## src/rtl/keypad_scanner.sv

```systemverilog
// 4x4 hex keypad scanner: walks the columns active-low, debounces whole sweeps
// and shifts each accepted key into a 4-digit display register.
module keypad_scanner #(
   parameter int SCAN_DIV = 4096,
   parameter int DEBOUNCE = 4
) (
   input  logic        clk,
   input  logic        reset,
   input  logic [3:0]  row,
   output logic [3:0]  col,
   output logic [3:0]  key_code,
   output logic        key_valid,
   output logic        key_held,
   output logic [15:0] digits
);

   localparam int DW = (SCAN_DIV > 2) ? $clog2(SCAN_DIV) : 2;
   localparam int CW = (DEBOUNCE > 1) ? $clog2(DEBOUNCE + 1) : 1;
   localparam logic [DW-1:0] DIV_LAST = DW'(SCAN_DIV - 1);
   localparam logic [CW-1:0] CNT_LAST = CW'(DEBOUNCE);
   localparam logic [CW-1:0] CNT_ONE  = CW'(1);

   localparam logic [1:0] IDLE     = 2'd0;
   localparam logic [1:0] DB_PRESS = 2'd1;
   localparam logic [1:0] PRESSED  = 2'd2;
   localparam logic [1:0] DB_REL   = 2'd3;

   logic [3:0]    rowMeta_q, rowSync_q;
   logic [DW-1:0] div_q, div_d;
   logic [1:0]    idx_q, idx_d;
   logic [1:0]    hitCnt_q, hitCnt_d;
   logic [3:0]    hitCode_q, hitCode_d;
   logic [1:0]    state_q, state_d;
   logic [3:0]    cand_q, cand_d;
   logic [CW-1:0] cnt_q, cnt_d;
   logic [3:0]    keyCode_q, keyCode_d;
   logic          keyValid_q, keyValid_d;
   logic [15:0]   digits_q, digits_d;

   logic          sampleTick, sweepEnd, accept, isSingle, isCand;
   logic [1:0]    colCnt, colRow, sweepCnt;
   logic [3:0]    sweepCode;

   function automatic logic [3:0] keyMap(input logic [1:0] r, input logic [1:0] c);
      case ({r, c})
         4'd0:    keyMap = 4'h1;
         4'd1:    keyMap = 4'h2;
         4'd2:    keyMap = 4'h3;
         4'd3:    keyMap = 4'hA;
         4'd4:    keyMap = 4'h4;
         4'd5:    keyMap = 4'h5;
         4'd6:    keyMap = 4'h6;
         4'd7:    keyMap = 4'hB;
         4'd8:    keyMap = 4'h7;
         4'd9:    keyMap = 4'h8;
         4'd10:   keyMap = 4'h9;
         4'd11:   keyMap = 4'hC;
         4'd12:   keyMap = 4'hE;
         4'd13:   keyMap = 4'h0;
         4'd14:   keyMap = 4'hF;
         default: keyMap = 4'hD;
      endcase
   endfunction

   assign sampleTick = (div_q == DIV_LAST);
   assign sweepEnd   = sampleTick && (idx_q == 2'd3);

   // Hit count for the active column saturates at 2, which is all MULTI needs.
   always_comb begin
      colCnt = 2'd0;
      colRow = 2'd0;
      for (int r = 0; r < 4; r++) begin
         if (!rowSync_q[r]) begin
            if (colCnt != 2'd2) colCnt = colCnt + 2'd1;
            colRow = 2'(r);
         end
      end
      if (hitCnt_q == 2'd2 || colCnt == 2'd2 || (hitCnt_q == 2'd1 && colCnt == 2'd1))
         sweepCnt = 2'd2;
      else
         sweepCnt = hitCnt_q | colCnt;
      sweepCode = (hitCnt_q == 2'd1) ? hitCode_q : keyMap(colRow, idx_q);
   end

   always_comb begin
      div_d     = sampleTick ? '0 : div_q + DW'(1);
      idx_d     = sampleTick ? idx_q + 2'd1 : idx_q;
      hitCnt_d  = hitCnt_q;
      hitCode_d = hitCode_q;
      if (sweepEnd) begin
         hitCnt_d  = 2'd0;
         hitCode_d = 4'h0;
      end else if (sampleTick) begin
         hitCnt_d  = sweepCnt;
         hitCode_d = sweepCode;
      end
   end

   assign isSingle = (sweepCnt == 2'd1);
   assign isCand   = isSingle && (sweepCode == cand_q);

   // Debounce FSM only moves on the cycle that closes a full sweep.
   always_comb begin
      state_d = state_q;
      cand_d  = cand_q;
      cnt_d   = cnt_q;
      accept  = 1'b0;
      if (sweepEnd) begin
         case (state_q)
            IDLE: begin
               if (isSingle) begin
                  cand_d = sweepCode;
                  cnt_d  = CNT_ONE;
                  if (DEBOUNCE == 1) begin
                     accept  = 1'b1;
                     state_d = PRESSED;
                  end else begin
                     state_d = DB_PRESS;
                  end
               end
            end
            DB_PRESS: begin
               if (isCand) begin
                  cnt_d = cnt_q + CNT_ONE;
                  if (cnt_d == CNT_LAST) begin
                     accept  = 1'b1;
                     state_d = PRESSED;
                  end
               end else if (isSingle) begin
                  cand_d = sweepCode;
                  cnt_d  = CNT_ONE;
               end else begin
                  state_d = IDLE;
               end
            end
            PRESSED: begin
               if (!isCand) begin
                  cnt_d   = CNT_ONE;
                  state_d = (DEBOUNCE == 1) ? IDLE : DB_REL;
               end
            end
            default: begin
               if (isCand) begin
                  state_d = PRESSED;
               end else begin
                  cnt_d = cnt_q + CNT_ONE;
                  if (cnt_d == CNT_LAST) state_d = IDLE;
               end
            end
         endcase
      end
   end

   always_comb begin
      keyValid_d = accept;
      keyCode_d  = accept ? cand_d : keyCode_q;
      digits_d   = accept ? {digits_q[11:0], cand_d} : digits_q;
   end

   always_ff @(posedge clk or posedge reset) begin
      if (reset) begin
         rowMeta_q  <= 4'hF;
         rowSync_q  <= 4'hF;
         div_q      <= '0;
         idx_q      <= 2'd0;
         hitCnt_q   <= 2'd0;
         hitCode_q  <= 4'h0;
         state_q    <= IDLE;
         cand_q     <= 4'h0;
         cnt_q      <= '0;
         keyCode_q  <= 4'h0;
         keyValid_q <= 1'b0;
         digits_q   <= 16'h0000;
      end else begin
         rowMeta_q  <= row;
         rowSync_q  <= rowMeta_q;
         div_q      <= div_d;
         idx_q      <= idx_d;
         hitCnt_q   <= hitCnt_d;
         hitCode_q  <= hitCode_d;
         state_q    <= state_d;
         cand_q     <= cand_d;
         cnt_q      <= cnt_d;
         keyCode_q  <= keyCode_d;
         keyValid_q <= keyValid_d;
         digits_q   <= digits_d;
      end
   end

   assign col       = ~(4'b0001 << idx_q);
   assign key_code  = keyCode_q;
   assign key_valid = keyValid_q;
   assign key_held  = (state_q == PRESSED) || (state_q == DB_REL);
   assign digits    = digits_q;

endmodule
```

## config.mk

```make
export PLATFORM = sky130hd
export DESIGN_NAME = keypad_scanner
export DESIGN_NICKNAME = d
export VERILOG_FILES = /design/src/rtl/keypad_scanner.sv
export SDC_FILE = /design/constraint.sdc
export NUM_CORES = 1
export LEC_CHECK = 0
export ABC_AREA = 0
export CELL_PAD_IN_SITES_DETAIL_PLACEMENT = 1
export CELL_PAD_IN_SITES_GLOBAL_PLACEMENT = 2
export CORE_UTILIZATION = 35
export DETAILED_ROUTE_END_ITERATION = 10
export PLACE_DENSITY_LB_ADDON = 0.1
export SLEW_MARGIN = 20
export SYNTH_ARGS = -nofsm -noshare
export SYNTH_HDL_FRONTEND = slang
export SYNTH_SLANG_ARGS = --single-unit
export TNS_END_PERCENT = 10
```

## constraint.sdc

```tcl
create_clock -name clk -period 3.45 [get_ports clk]
set_input_delay 0.345 -clock clk [delete_from_list [all_inputs] [get_ports clk]]
set_output_delay 0.345 -clock clk [all_outputs]
set_load 0.02 [all_outputs]
```

==> results of run 1 <==
-- flip-flops by register name (all words and copies together), names as in the netlist, named ones only --
name and cells:
rowSync_q 4, state_q 1, key_valid 1, hitCode_q 4
cand_q 4, hitCnt_q 2, div_q 12, cnt_q 3
idx_q 2, digits 13, key_code 3, rowMeta_q 4
-- path summary, 6_finish.rpt --
path                              start            to  slack, ns  depth (start not counted)
setup / recovery           rowSync_q[1]   key_code[2]       0.19                         12
hold / removal             rowMeta_q[0]  rowSync_q[0]       0.36                          0
setup reg to reg           rowSync_q[1]   key_code[2]       0.19                         12
hold reg to reg            rowMeta_q[0]  rowSync_q[0]       0.36                          0
max in group asynchronous         reset     key_valid       2.24                          3
min in group asynchronous         reset   hitCnt_q[0]       0.41                          2
-- layer usage --
| layer | GRT usage, % | up-vias | routed length [um] |
|---|---|---|---|
| met2 | 26.7 | 22 | 2900 |
| met1 | 24.0 | 1062 | 3410 |
| met5 | 0 | - | 0 |
| li1 | - | 1073 | - |
| met3 | 2.22 | 5 | 128 |
| met4 | 4.23 | 0 | 55 |
-- synth_stat cells (5+ instances only) --
library cell	instances
ha_1	19
nand2_1	60
clkbuf_1	5
mux2i_1	9
nand2b_1	7
xnor2_1	5
nand3_1	8
inv_1	18
xor2_1	7
dfrtp_1	46
dfstp_2	8
o21ai_0	11
a21oi_1	8
nor2_1	23
and3_1	6
-- worst reg2reg max path: stages, from the launching register on --
cell and delay (ns):
dfstp_2 0.60, inv_1 0.08, ha_1 0.29, mux2i_2 0.21
ha_1 0.26, nor2b_1 0.16, a311oi_2 0.25, mux2i_1 0.14
buf_4 0.18, or3_1 0.42, nor2_4 0.17, a31oi_1 0.11
mux2_1 0.30
-- report_power, final --
| part | leakage, nW | internal (mW) | switching (mW) |
|---|---|---|---|
| Sequential | 0.713 | 0.641 | 0.00707 |
| Clock | 0.0452 | 0.144 | 0.215 |
| Combinational | 0.859 | 0.0262 | 0.0407 |
-- per-stage QoR --
step,cells,hold slack (ns),setup slack (ns),power [mW],cell area (um^2)
floorplan,302,0.345,0.397,0.705,2890
global placement,428,0.350,0.235,0.726,3300
detailed placement,428,0.350,0.123,0.727,3300
finish,436,0.363,0.189,1.07,3410
global route,436,0.369,0.00849,1.12,3410
CTS,436,0.366,0.104,1.09,3390
-- logic make-up (layout without fill, tap and decap cells) --
| family | count (synthesis) | count (layout) | synth area share (%) |
|---|---|---|---|
| mux | 12 | 12 | 4.29 |
| fa+ha+maj | 19 | 19 | 8.23 |
| compound gates | 48 | 48 | 10.8 |
| xor+xnor | 12 | 12 | 3.64 |
| buf+inv | 32 | 64 | 5.11 |
| simple gates | 125 | 125 | 20.8 |
| flops | 54 | 54 | 47.1 |
-- repair_timing --
| action | 4_1_cts | 5_1_grt |
|---|---|---|
| endpoints found under the setup margin | 0 | 16 |
| gates resized for setup | 0 | 5 |
| hold buffers | 0 | 0 |
-- cell type report --
| cell class | count | area [um^2] |
|---|---|---|
| fill | 916 | 4440 |
| multi-input combinational | 216 | 1400 |
| sequential | 54 | 1360 |
| timing repair buffer | 38 | 363 |
| tap | 102 | 128 |
| clock buffer | 6 | 72.6 |
| inverter | 18 | 67.6 |
| clock inverter | 2 | 13.8 |
==> flow_metrics.tcl, run 1 <==
set metrics [dict create \
    total_of_buffers_placed_on_input_and_output_ports 31 \
    syn-num-nets 327 \
    mostFrequentLayoutCell "nand2_1" \
    cp_common_cell "ha_1" \
    first_global_vias 2261 \
    netlist_area_mm2 0.00289 \
    final_min_period_over_clock_period_pct 94.5 \
    num-nets-final 358 \
    number_of_enable_type_register_cells_in_the_synthesized_netlist 0 \
    cts-buffers-inserted 5 \
    max-vdd-ir-drop_mv 0.163 \
    cp_data_required_time_ns 3.65 \
    start_kind "flop" \
    final.min_clock_period_ns 3.26 \
    ys_async_sr_fraction_pct 100 \
    critical_path_buf_inv_count 2 \
    syn-mean-instance-area_um2 9.57 \
    cts_num_sinks 54 \
    synth.top_cell.area_share_pct 39.8 \
    number_of_antenna_violations_at_the_first_check_in_global_routing 0 \
    setup-violations-final 0 \
    core-area_mm2 0.00785 \
    synth.yosys.seq_area_share_pct 47.1 \
    grt_overflow_total 0 \
    rows 32 \
    grt_util_all_layers_pct 16.8 \
    antenna_cells_inserted 0 \
    synth_top_cells_by_area "dfrtp_1, ha_1, nand2_1" \
    drt-wirelength-per-cell_um 14.9 \
    crit_path_class "reg -> reg" \
    worstPathCellList "inv_1, ha_1, mux2i_2, ha_1, nor2b_1, a311oi_2, mux2i_1, buf_4, or3_1, nor2_4, a31oi_1, mux2_1" \
    drt.antenna.violating_nets 0 \
    place.gp.congestion 0.766 \
    power_density_mw_per_mm2 315 \
    cp_slowest_cell "dfstp_2" \
    synthDistinctLibCells 48 \
    synth_cells 302 \
    route.vias.total 2162 \
    start_util_pct 36.8 \
    cts_tree "done" \
    vias_per_cell 4.96 \
    finalCoreUtilization_pct 43.4 \
    result_of_the_run "finished clean" \
    drt-pass1-iter-count 6 \
    dp_hpwl_um 4800 \
    cap_viol_max_count 0 \
    p_leak_nw 1.62 \
    io-pin-count 32 \
    drc_errors 0 \
    clkLatencyLatePin_ns 0.30 \
    detail_route.iter0.violations 41 \
    critical_path.endpoint_type "flop" \
    yosys_register_bits 54 \
    worst_slew_pin_slew_ns 0.586 \
    clock_tree.buffer_depth 2 \
    htree_num_levels 2 \
    fin_worst_skew_ns 0.00796 \
    die_area_mm2 0.00863 \
    arrival_ns 3.46 \
    tns_ns 0 \
    root_buffer "clkbuf_8" \
    grt_max_degree 29 \
    cp_top_family "simple AND/OR/NAND/NOR gates" \
    slew_violations 0 \
    die_y_um 92.9 \
    grt_pass1_wl_um 11400 \
    mostFrequentLayoutCells "nand2_1, dfrtp_1, clkdlybuf4s50_1" \
    timing.final.hold_violations 0 \
    layout_cell_share_with_drive_strength_beyond_1_pct 11.1 \
    synth_ff_type "dfrtp_1" \
    yosys.area.top_type "dfrtp_1" \
    fmaxAchievable_mhz 307 \
    area.growth.synth_to_final_pct 17.9 \
    rsz0062_at_grt "false" \
    critical_path.max_stage_delay_ns 0.60 \
    slew_headroom_pct 60.8 \
    wirelength_um 6500 \
    ys.warnings.count 0 \
    clk_transition_reported_paths_ns 0.10 \
    worst_path_max_fanout 7 \
    dieWidth_um 92.9 \
    holdCritPathClass "reg -> reg" \
    post_cts.repair.setup_buffers 0 \
]
Note: power is estimated with default switching activity, not from simulation.
==> run 2: changes to the inputs <==
CORE_MARGIN = 5   (was default)
==> flow_metrics.tcl, run 2 (synthesized netlist as in run 1, its figures left out) <==
set metrics [dict create \
    result_of_the_run "finished clean" \
    holdCritPathClass "reg -> reg" \
    crit_path_class "reg -> reg" \
    number_of_antenna_violations_at_the_first_check_in_global_routing 0 \
    final_min_period_over_clock_period_pct 93.1 \
    dieWidth_um 101 \
    area.growth.synth_to_final_pct 18.7 \
    mostFrequentLayoutCells "nand2_1, dfrtp_1, clkdlybuf4s50_1" \
    arrival_ns 3.41 \
    r2r_setup_slack_ns 0.24 \
    fin_worst_skew_ns 0.00555 \
    core-area_mm2 0.00813 \
    critical_path.endpoint_type "flop" \
    finish.instance_area_mm2 0.00343 \
    cts_tree "done" \
    layout_cell_share_with_drive_strength_beyond_1_pct 11.6 \
    setup-violations-final 0 \
    start_util_pct 35.5 \
    route.vias.total 2161 \
    hold_path_depth 0 \
    clk_transition_reported_paths_ns 0.10 \
    antenna_cells_inserted 0 \
    mostFrequentLayoutCell "nand2_1" \
    htree_num_levels 2 \
    r2r_end "key_code[2]" \
    worstPathCellList "inv_1, ha_1, mux2i_2, ha_1, nor2b_1, a311oi_1, mux2i_1, buf_4, or3_4, nor2_4, a31oi_1, mux2_1" \
    drc_errors 0 \
    cp_slowest_cell "dfstp_2" \
    number_of_flip_flops_in_the_largest_register 13 \
    clkLatencyLatePin_ns 0.31 \
    num-nets-final 361 \
    cts_num_sinks 54 \
    fin_total_pwr_mw 1.08 \
    worstSetupPathDepth 12 \
    drt.antenna.violating_nets 0 \
    place.gp.congestion 0.752 \
    first_global_vias 2267 \
    grt_overflow_total 0 \
    die_y_um 101 \
    drt-wirelength-per-cell_um 14.9 \
    power_density_mw_per_mm2 314 \
    finalCoreUtilization_pct 42.2 \
    worst_path_max_fanout 6 \
    placement.cell_area_mm2 0.00331 \
    cp_common_cell "ha_1" \
    detail_route.iter0.violations 60 \
    slew_headroom_pct 58.1 \
    cap_viol_max_count 0 \
    dp_hpwl_um 4960 \
    fmaxAchievable_mhz 311 \
    worst_slew_pin_slew_ns 0.627 \
    root_buffer "clkbuf_8" \
    vias_per_cell 4.89 \
    total_of_buffers_placed_on_input_and_output_ports 31 \
    clock_tree.buffer_depth 2 \
    start_kind "flop" \
    critical_path_buf_inv_count 2 \
    grt_max_degree 31 \
    p_leak_nw 1.62 \
    wirelength_um 6580 \
    worstReg2RegStart "rowSync_q[1]" \
    slew_violations 0 \
    drt-pass1-iter-count 4 \
    timing.final.hold_violations 0 \
    grt_pass1_wl_um 11300 \
    io-pin-count 32 \
    critical_path.max_stage_delay_ns 0.58 \
    worst_r2r_path_depth 12 \
    timing.hold.worst.start "rowMeta_q[1]" \
    cp_data_required_time_ns 3.64 \
    num-fill-cells 924 \
    rows 33 \
    die_area_mm2 0.0102 \
    final.min_clock_period_ns 3.21 \
    cp_top_family "simple AND/OR/NAND/NOR gates" \
    worst_hold_path.endpoint "rowSync_q[1]" \
    max-vdd-ir-drop_mv 0.144 \
    cts-buffers-inserted 5 \
    grt_util_all_layers_pct 14.0 \
]
run 2: layout make-up:
cell class                 count  area [um^2]  area share [%]
timing repair buffer          41          385            11.2
clock buffer                   6         72.6            2.12
tap                          105          131            3.83
inverter                      18         67.6            1.97
clock inverter                 2         15.0           0.438
sequential                    54         1360            39.7
multi-input combinational    216         1400            40.7
run 2: what timing repair did:
| item | 4_1_cts | 5_1_grt |
|---|---|---|
| setup endpoints to repair | 0 | 19 |
| hold endpoints to repair | 0 | 0 |
| hold buffers | 0 | 0 |
| resized for setup | 0 | 4 |
| setup buffers | 0 | 2 |
run 2: stage by stage:
stage                     setup TNS (ns)  std cells  worst slack (ns)  hold slack [ns]
after global placement                 0        432             0.228            0.349
final                                  0        442             0.237            0.362
after global routing            -0.00884        442          -0.00884            0.368
after CTS                              0        440            0.0822            0.365
after detailed placement               0        432             0.110            0.349
after floorplan                        0        302             0.397            0.345
run 2: worst max-delay path by stage:
stage	slack, ns	endpoint	start
6_report	0.24	key_code[2]	rowSync_q[1]
5_1_grt	-0.009	flop	rowSync_q[1]
4_1_cts	0.08	key_code[2]	rowSync_q[1]
3_5_place_dp	0.11	key_code[2]	rowSync_q[1]
3_3_place_gp	0.23	key_code[2]	rowSync_q[1]
2_1_floorplan	0.40	key_code[2]	rowSync_q[1]
run 2: metal layers:
| metal | global-route usage [%] | vias up | share of wire, % |
|---|---|---|---|
| li1 | - | 1077 | - |
| met1 | 20.2 | 1059 | 50 |
| met2 | 21.5 | 21 | 46 |
| met3 | 2.56 | 4 | 2.8 |
| met4 | 3.73 | 0 | 1.1 |
| met5 | 0 | - | 0 |
run 2: power breakdown:
part | leakage (nW) | internal, mW | switching (mW) | total [mW]
Sequential | 0.713 | 0.641 | 0.00680 | 0.648
Clock | 0.0374 | 0.144 | 0.215 | 0.359
Combinational | 0.869 | 0.0284 | 0.0415 | 0.0699
Total | 1.62 | 0.813 | 0.264 | 1.08
run 2: worst register-to-register path, delay by kind of cell (launching register included):
| family | cells | cell delay, ns |
|---|---|---|
| and+or+nand+nor | 3 | 0.68 |
| muxes | 3 | 0.68 |
| DFF | 1 | 0.58 |
| adders and majority gates | 2 | 0.56 |
| AOI/OAI and AO/OA | 2 | 0.35 |
| buffers and inverters | 2 | 0.24 |
